### src/rtl/inst_fetch.sv
// Instruction fetch stage: drives the PC to a synchronous ROM and delivers
// (inst, inst_pc) pairs to decode over valid/ready, with a one-entry skid buffer.
module inst_fetch #(
    parameter int                    DATA_WIDTH = 32,
    parameter logic [DATA_WIDTH-1:0] RESET_PC   = '0
) (
    input  logic                  clk,
    input  logic                  rst_n,
    output logic [DATA_WIDTH-1:0] rom_pc,
    input  logic [DATA_WIDTH-1:0] rom_inst,
    input  logic                  redirect,
    input  logic [DATA_WIDTH-1:0] redirect_pc,
    output logic                  inst_valid,
    input  logic                  inst_ready,
    output logic [DATA_WIDTH-1:0] inst,
    output logic [DATA_WIDTH-1:0] inst_pc
);

    localparam logic [DATA_WIDTH-1:0] PC_STEP    = DATA_WIDTH'(4);
    localparam logic [DATA_WIDTH-1:0] ALIGN_MASK = ~DATA_WIDTH'(3);

    logic [DATA_WIDTH-1:0] fetch_pc;
    logic                  resp_vld;
    logic [DATA_WIDTH-1:0] resp_pc;
    logic                  skid_vld;
    logic [DATA_WIDTH-1:0] skid_inst;
    logic [DATA_WIDTH-1:0] skid_pc;
    logic                  stall;
    logic                  issue;

    assign rom_pc = fetch_pc;
    assign stall  = inst_valid && !inst_ready;
    // Never issue a read whose response could find both output and skid occupied.
    assign issue  = !skid_vld && !(resp_vld && stall);

    always_ff @(posedge clk or negedge rst_n) begin
        if (!rst_n) begin
            fetch_pc   <= RESET_PC;
            resp_vld   <= 1'b0;
            resp_pc    <= '0;
            skid_vld   <= 1'b0;
            skid_inst  <= '0;
            skid_pc    <= '0;
            inst_valid <= 1'b0;
            inst       <= '0;
            inst_pc    <= '0;
        end else if (redirect) begin
            // The ROM read sampled at this edge belongs to the old path; squash it.
            fetch_pc   <= redirect_pc & ALIGN_MASK;
            resp_vld   <= 1'b0;
            skid_vld   <= 1'b0;
            inst_valid <= 1'b0;
        end else begin
            if (issue) begin
                resp_vld <= 1'b1;
                resp_pc  <= fetch_pc;
                fetch_pc <= fetch_pc + PC_STEP;
            end else begin
                resp_vld <= 1'b0;
            end

            if (!stall) begin
                if (skid_vld) begin
                    inst_valid <= 1'b1;
                    inst       <= skid_inst;
                    inst_pc    <= skid_pc;
                    skid_vld   <= resp_vld;
                    if (resp_vld) begin
                        skid_inst <= rom_inst;
                        skid_pc   <= resp_pc;
                    end
                end else if (resp_vld) begin
                    inst_valid <= 1'b1;
                    inst       <= rom_inst;
                    inst_pc    <= resp_pc;
                end else begin
                    inst_valid <= 1'b0;
                end
            end else if (resp_vld) begin
                skid_vld  <= 1'b1;
                skid_inst <= rom_inst;
                skid_pc   <= resp_pc;
            end
        end
    end

endmodule

### config.mk
export PLATFORM = sky130hd
export DESIGN_NAME = inst_fetch
export DESIGN_NICKNAME = d
export VERILOG_FILES = /design/src/rtl/inst_fetch.sv
export SDC_FILE = /design/constraint.sdc
export NUM_CORES = 1
export LEC_CHECK = 0
export BUFFER_PORTS_ARGS = -buffer_cell sky130_fd_sc_hd__clkbuf_2
export CAP_MARGIN = 5
export CELL_PAD_IN_SITES_DETAIL_PLACEMENT = 1
export CELL_PAD_IN_SITES_GLOBAL_PLACEMENT = 2
export CORE_UTILIZATION = 39
export CTS_CLUSTER_SIZE = 24
export DETAILED_ROUTE_END_ITERATION = 6
export PLACE_DENSITY = 0.81
export SLEW_MARGIN = 15
export SYNTH_ARGS = -nofsm -noshare
export SYNTH_HDL_FRONTEND = slang
export SYNTH_SLANG_ARGS = --single-unit
### constraint.sdc
create_clock -name clk -period 4.8 [get_ports clk]
set_input_delay 0.24 -clock clk [delete_from_list [all_inputs] [get_ports clk]]
set_output_delay 0.24 -clock clk [all_outputs]
set_load 0.01 [all_outputs]
# After elaboration in Yosys (flattened, before gate mapping)
# Index checks and enable logic that the tools add are counted.
dict set report op_classes {
  add_sub_neg 1
  eq_ne 2
  n_mux 22
  bitwise_logic 2
  reduce_logical 12
}
# operator count
set op_table {}
lappend op_table {{2-to-1 mux 32 bit} 12}
lappend op_table {{adder 32 x 3 -> 32 bit (second input constant)} 1}
lappend op_table {{2-to-1 mux 1 bit} 10}
lappend op_table {{nonzero test 2 bit} 3}
lappend op_table {{AND reduction 2 bit} 2}
lappend op_table {{logical AND 1 bit} 3}
lappend op_table {{zero test 1 bit} 3}
lappend op_table {{!= test 3 bit (second input constant)} 1}
lappend op_table {{AND reduction 3 bit} 1}
lappend op_table {{!= test 2 bit (second input constant)} 1}
lappend op_table {{NOT 1 bit} 2}
dict set report word_totals {
  ff_bits 195
  in_bits 68
  output_inout_bits 97
  wordCells 48
}

# Depth between registers and ports, before layout
dict set report depth {
  ltp_word 7
  mapped_depth 6
  depth_no_buf 5
}

# Least setup slack after synthesis
# Ideal clock, no wire load.
dict set report synth_timing {
  path_kind {register to register}
  startpoint {reg fetch_pc[2] (netlist: rom_pc[2])}
  endpoint {reg fetch_pc[14] (netlist: rom_pc[14])}
  arrival_ns 1.701
  required_ns 4.718
  path_slack_ns 3.017
  path_stages_with_launch 7
  n_path_buf 1
  period_less_slack_ns 1.783
  cell_sequence {dfrtp_1 -> ha_1 -> and3_1 -> nand3_1 -> clkbuf_1 -> or4_1 -> a31oi_1}
}
dict set report synth_via {
  elab_chain_len 3
}
# item line_no
set synth_lines {}
lappend synth_lines {{start: declaration} 22} ;# logic [DATA_WIDTH-1:0] fetch_pc;
lappend synth_lines {{start signal: assignment} 49} ;# fetch_pc <= redirect_pc & ALIGN_MASK;
lappend synth_lines {{start signal: assignment} 57} ;# fetch_pc <= fetch_pc + PC_STEP;
lappend synth_lines {{adder 32 x 3 -> 32 bit} 57}
lappend synth_lines {{2-to-1 mux 32 bit} 54} ;# if (issue) begin
lappend synth_lines {{2-to-1 mux 32 bit} 47} ;# end else if (redirect) begin
# No other way between the ends. The select of a mux whose other input is x is not followed.
# A chain may end at the register's enable or synchronous reset.

# Worst setup path in the final report
dict set report layout_timing {
  startpoint {in redirect}
  endpoint {reg skid_inst[18]}
}
dict set report layout_via {
  elab_chain_len 2
}
# item line_no
set layout_lines {}
lappend layout_lines {{start: declaration} 11} ;# input logic redirect,
lappend layout_lines {{NOT 1 bit (no source line)} --}
lappend layout_lines {{AND reduction 2 bit (no source line)} --}
lappend layout_lines {{end signal: assignment} 69} ;# skid_inst <= rom_inst;
lappend layout_lines {{end signal: assignment} 81} ;# skid_inst <= rom_inst;
lappend layout_lines {{end: declaration} 26} ;# logic [DATA_WIDTH-1:0] skid_inst;
# No other way between the ends.

==> impl_metrics.csv <==
group,metric,value,unit
run_status,outcome,"finished clean",
timing,drv_slew,0,
synthesis,ys_ff_latch,187,
power,ir_drop,0.000221,V
clock_tree,post_cts_resized,0,
synthesis,yosys_warnings,0,
layout,layout_commonest_cell,"dfrtp_1",
layout,final_util,0.473,
clock_tree,cts_tree,"yes",
global_route,use_met1,0.262,
timing,fmaxAchievable,413,MHz
drt,firstDrtPassIters,4,
drt,drtIter0Drc,236,
layout,fillers,2294,
layout,multi_input_area,3400,um^2
floorplan,die_area,21900,um^2
global_route,track_usage,0.203,
timing,final_hold_viol_count,0,
flow_run,cap_viol_max_count,0,
synthesis,synth.largest_area_cell,"dfrtp_1",
placement,dp_slack,1.95,ns
layout,ff_latch_area,4680,um^2
drt,drcViolationCount,0,
placement,io_buffers,158,
layout,area_growth,19.2,%
clock_tree,cts_htree_levels,4,
floorplan,ioPinCount,165,
setup_path,cp_max_fo,62,
global_route,grt_max_degree,97,
drt,vias_per_cell,5.37,
timing,fin_ws,2.38,ns
synthesis,netlist_area,8320,um^2
power,p_per_area,454,nW/um^2
clock_tree,insertion_delay,0.43,ns
floorplan,start_util,0.397,
clock_tree,post-cts-setup-buffers,0,
synthesis,yosys.area.top_type_share,0.562,
floorplan,num_rows,53,
drt,drt_wl_total,21.1,mm
global_route,first_global_vias,6680,
floorplan,die_h,148,um
layout,nets,921,
placement,dp.final_hpwl,14.4,mm
timing,tns,0,ns
clock_tree,root_buffer,"clkbuf_16",
global_route,gr-usage-met2,0.344,
clock_tree,clkTransAtPathRegs,0.07,ns
placement,gp_congestion,0.801,
synthesis,synth_area_leaders,"dfrtp_1 (56%), mux2_2 (12%), mux2i_1 (7.6%), a21oi_1 (3.9%), nor2_1 (3.6%)",
setup_path,critPathKind,"in2reg",
layout,antenna_cells,0,
synthesis,synthArstFlopShare,1.00,
synthesis,ys_seq_area_frac,0.562,
worst_hold_path,hold_class,"in2reg",
timing,rsz0062_at_grt,"no",
power,p_total,4500,uW
timing,slew_headroom,0.226,
synthesis,syn_inst,712,
global_route,grt-busiest-layer,"met2",
global_route,overflow,0,
setup_path,cp-end-kind,"register",
timing,skew,0.0100,ns
drt,wl_per_cell,18.5,um
clock_tree,cts_buffers,17,
floorplan,die_w,148,um
synthesis,synth-edff-count,0,
synthesis,ys.flop_type,"dfrtp_1",
layout,finish.instance_area,9920,um^2
layout,layout_common_cells,"dfrtp_1 (186), clkbuf_2 (157), mux2_2 (92)",
layout,drive_gt1_frac,0.343,
global_route,met3_usage,0.0414,
global_route,grt_pass1_wl,34.8,mm
timing,post-route-min-period,2.42,ns
setup_path,required,5.10,ns
clock_tree,clk_path_buf_depth,2,
global_route,antenna_found_initial,0,
timing,worst_pin_slew,1.15,ns
drt,vias,6120,
timing,period_share,0.504,
synthesis,syn_avg_cell_area,11.7,um^2
synthesis,netlist-cell-type-count,49,
setup_path,cp-start-kind,"input pin",
floorplan,core_area,21000,um^2
timing,setup_viol,0,
placement,placed_cell_area,9310,um^2
clock_tree,cts_sinks,187,
drt,postRouteAntennaNets,0,
power,cellLeakagePower,0.00422,uW
setup_path,worst_ep_arrival_time,2.72,ns
-- path summary, 6_finish.rpt --
check	from	end	slack (ns)	cells after the start
setup / recovery	redirect	skid_inst[18]	2.38	6
hold / removal	redirect_pc[13]	rom_pc[13]	0.04	3
setup reg to reg	inst_valid	inst[1]	2.41	6
hold reg to reg	skid_inst[2]	skid_inst[2]	0.51	1
max in group asynchronous	rst_n	skid_vld	3.16	3
min in group asynchronous	rst_n	skid_inst[27]	0.47	2
-- synth_stat cells, types with 2 or more instances --
master,instances
dfrtp_1,187
mux2_2,92
nor2_1,79
a21oi_1,65
mux2i_1,63
nand2_1,26
buf_2,25
nand3_1,21
o21ai_0,18
clkbuf_1,14
nand4_1,11
or4_1,11
a31oi_1,10
o31ai_1,8
nor2b_1,7
nor3_1,7
xnor2_1,7
and3_1,4
and4_1,4
buf_1,4
buf_4,4
inv_1,4
nor4_1,4
o211ai_1,4
a221oi_1,3
or3_1,3
buf_6,2
nor3b_1,2
o31a_1,2
xor2_1,2
-- timing repair --
action	in CTS	in global routing
setup endpoints to repair	0	0
endpoints found under the hold margin	94	0
hold buffers	1	0
-- worst max-delay path, stage by stage --
cell,delay [ns]
clkbuf_2,0.08
buf_4,0.44
inv_1,0.51
o211ai_1,0.22
buf_4,0.75
mux2_2,0.42
-- registers in the layout, summed over array words and instances, names as in the netlist --
name	cells
rom_pc	30
skid_vld	1
resp_pc	30
resp_vld	1
inst_valid	1
inst	32
skid_inst	32
inst_pc	30
skid_pc	30
-- cell families (layout without fill, tap and decap cells) --
kind of cell	count (synthesis)	count (layout)	synth area share
mux	155	155	0.200
compound gates	116	116	0.0795
simple gates	190	190	0.115
flops	187	187	0.562
xor+xnor	9	9	0.00947
buf+inv	53	203	0.0313
other cells	1	4	0.000451
fa+ha+maj	1	1	0.00150
-- metal layers --
metal | vias to the layer above | wire [um]
li1 | 2839 | -
met1 | 3125 | 9480
met2 | 133 | 10500
met3 | 23 | 829
met4 | 0 | 295
met5 | - | 0
-- layout make-up --
type | count | share of cell area
multi-input cells | 475 | 0.343
clock buffers | 17 | 0.0429
inverters | 4 | 0.00151
repair buffers | 167 | 0.0877
clock inverters | 15 | 0.0175
flip-flops and latches | 187 | 0.472
well taps | 275 | 0.0347
-- power breakdown --
| part | internal, uW | switching (uW) |
|---|---|---|
| logic | 443 | 439 |
| registers | 1970 | 265 |
| clock network | 704 | 684 |
| total | 3120 | 1390 |
-- stage by stage --
stage	hold WS [ns]	instances
finish	0.0394	1140
global route	0.0368	1140
global placement	0.360	1107
floorplan	-0.0556	715
detailed placement	0.381	1107
CTS	0.0224	1140
No activity file was read; power rests on OpenSTA's default activity.
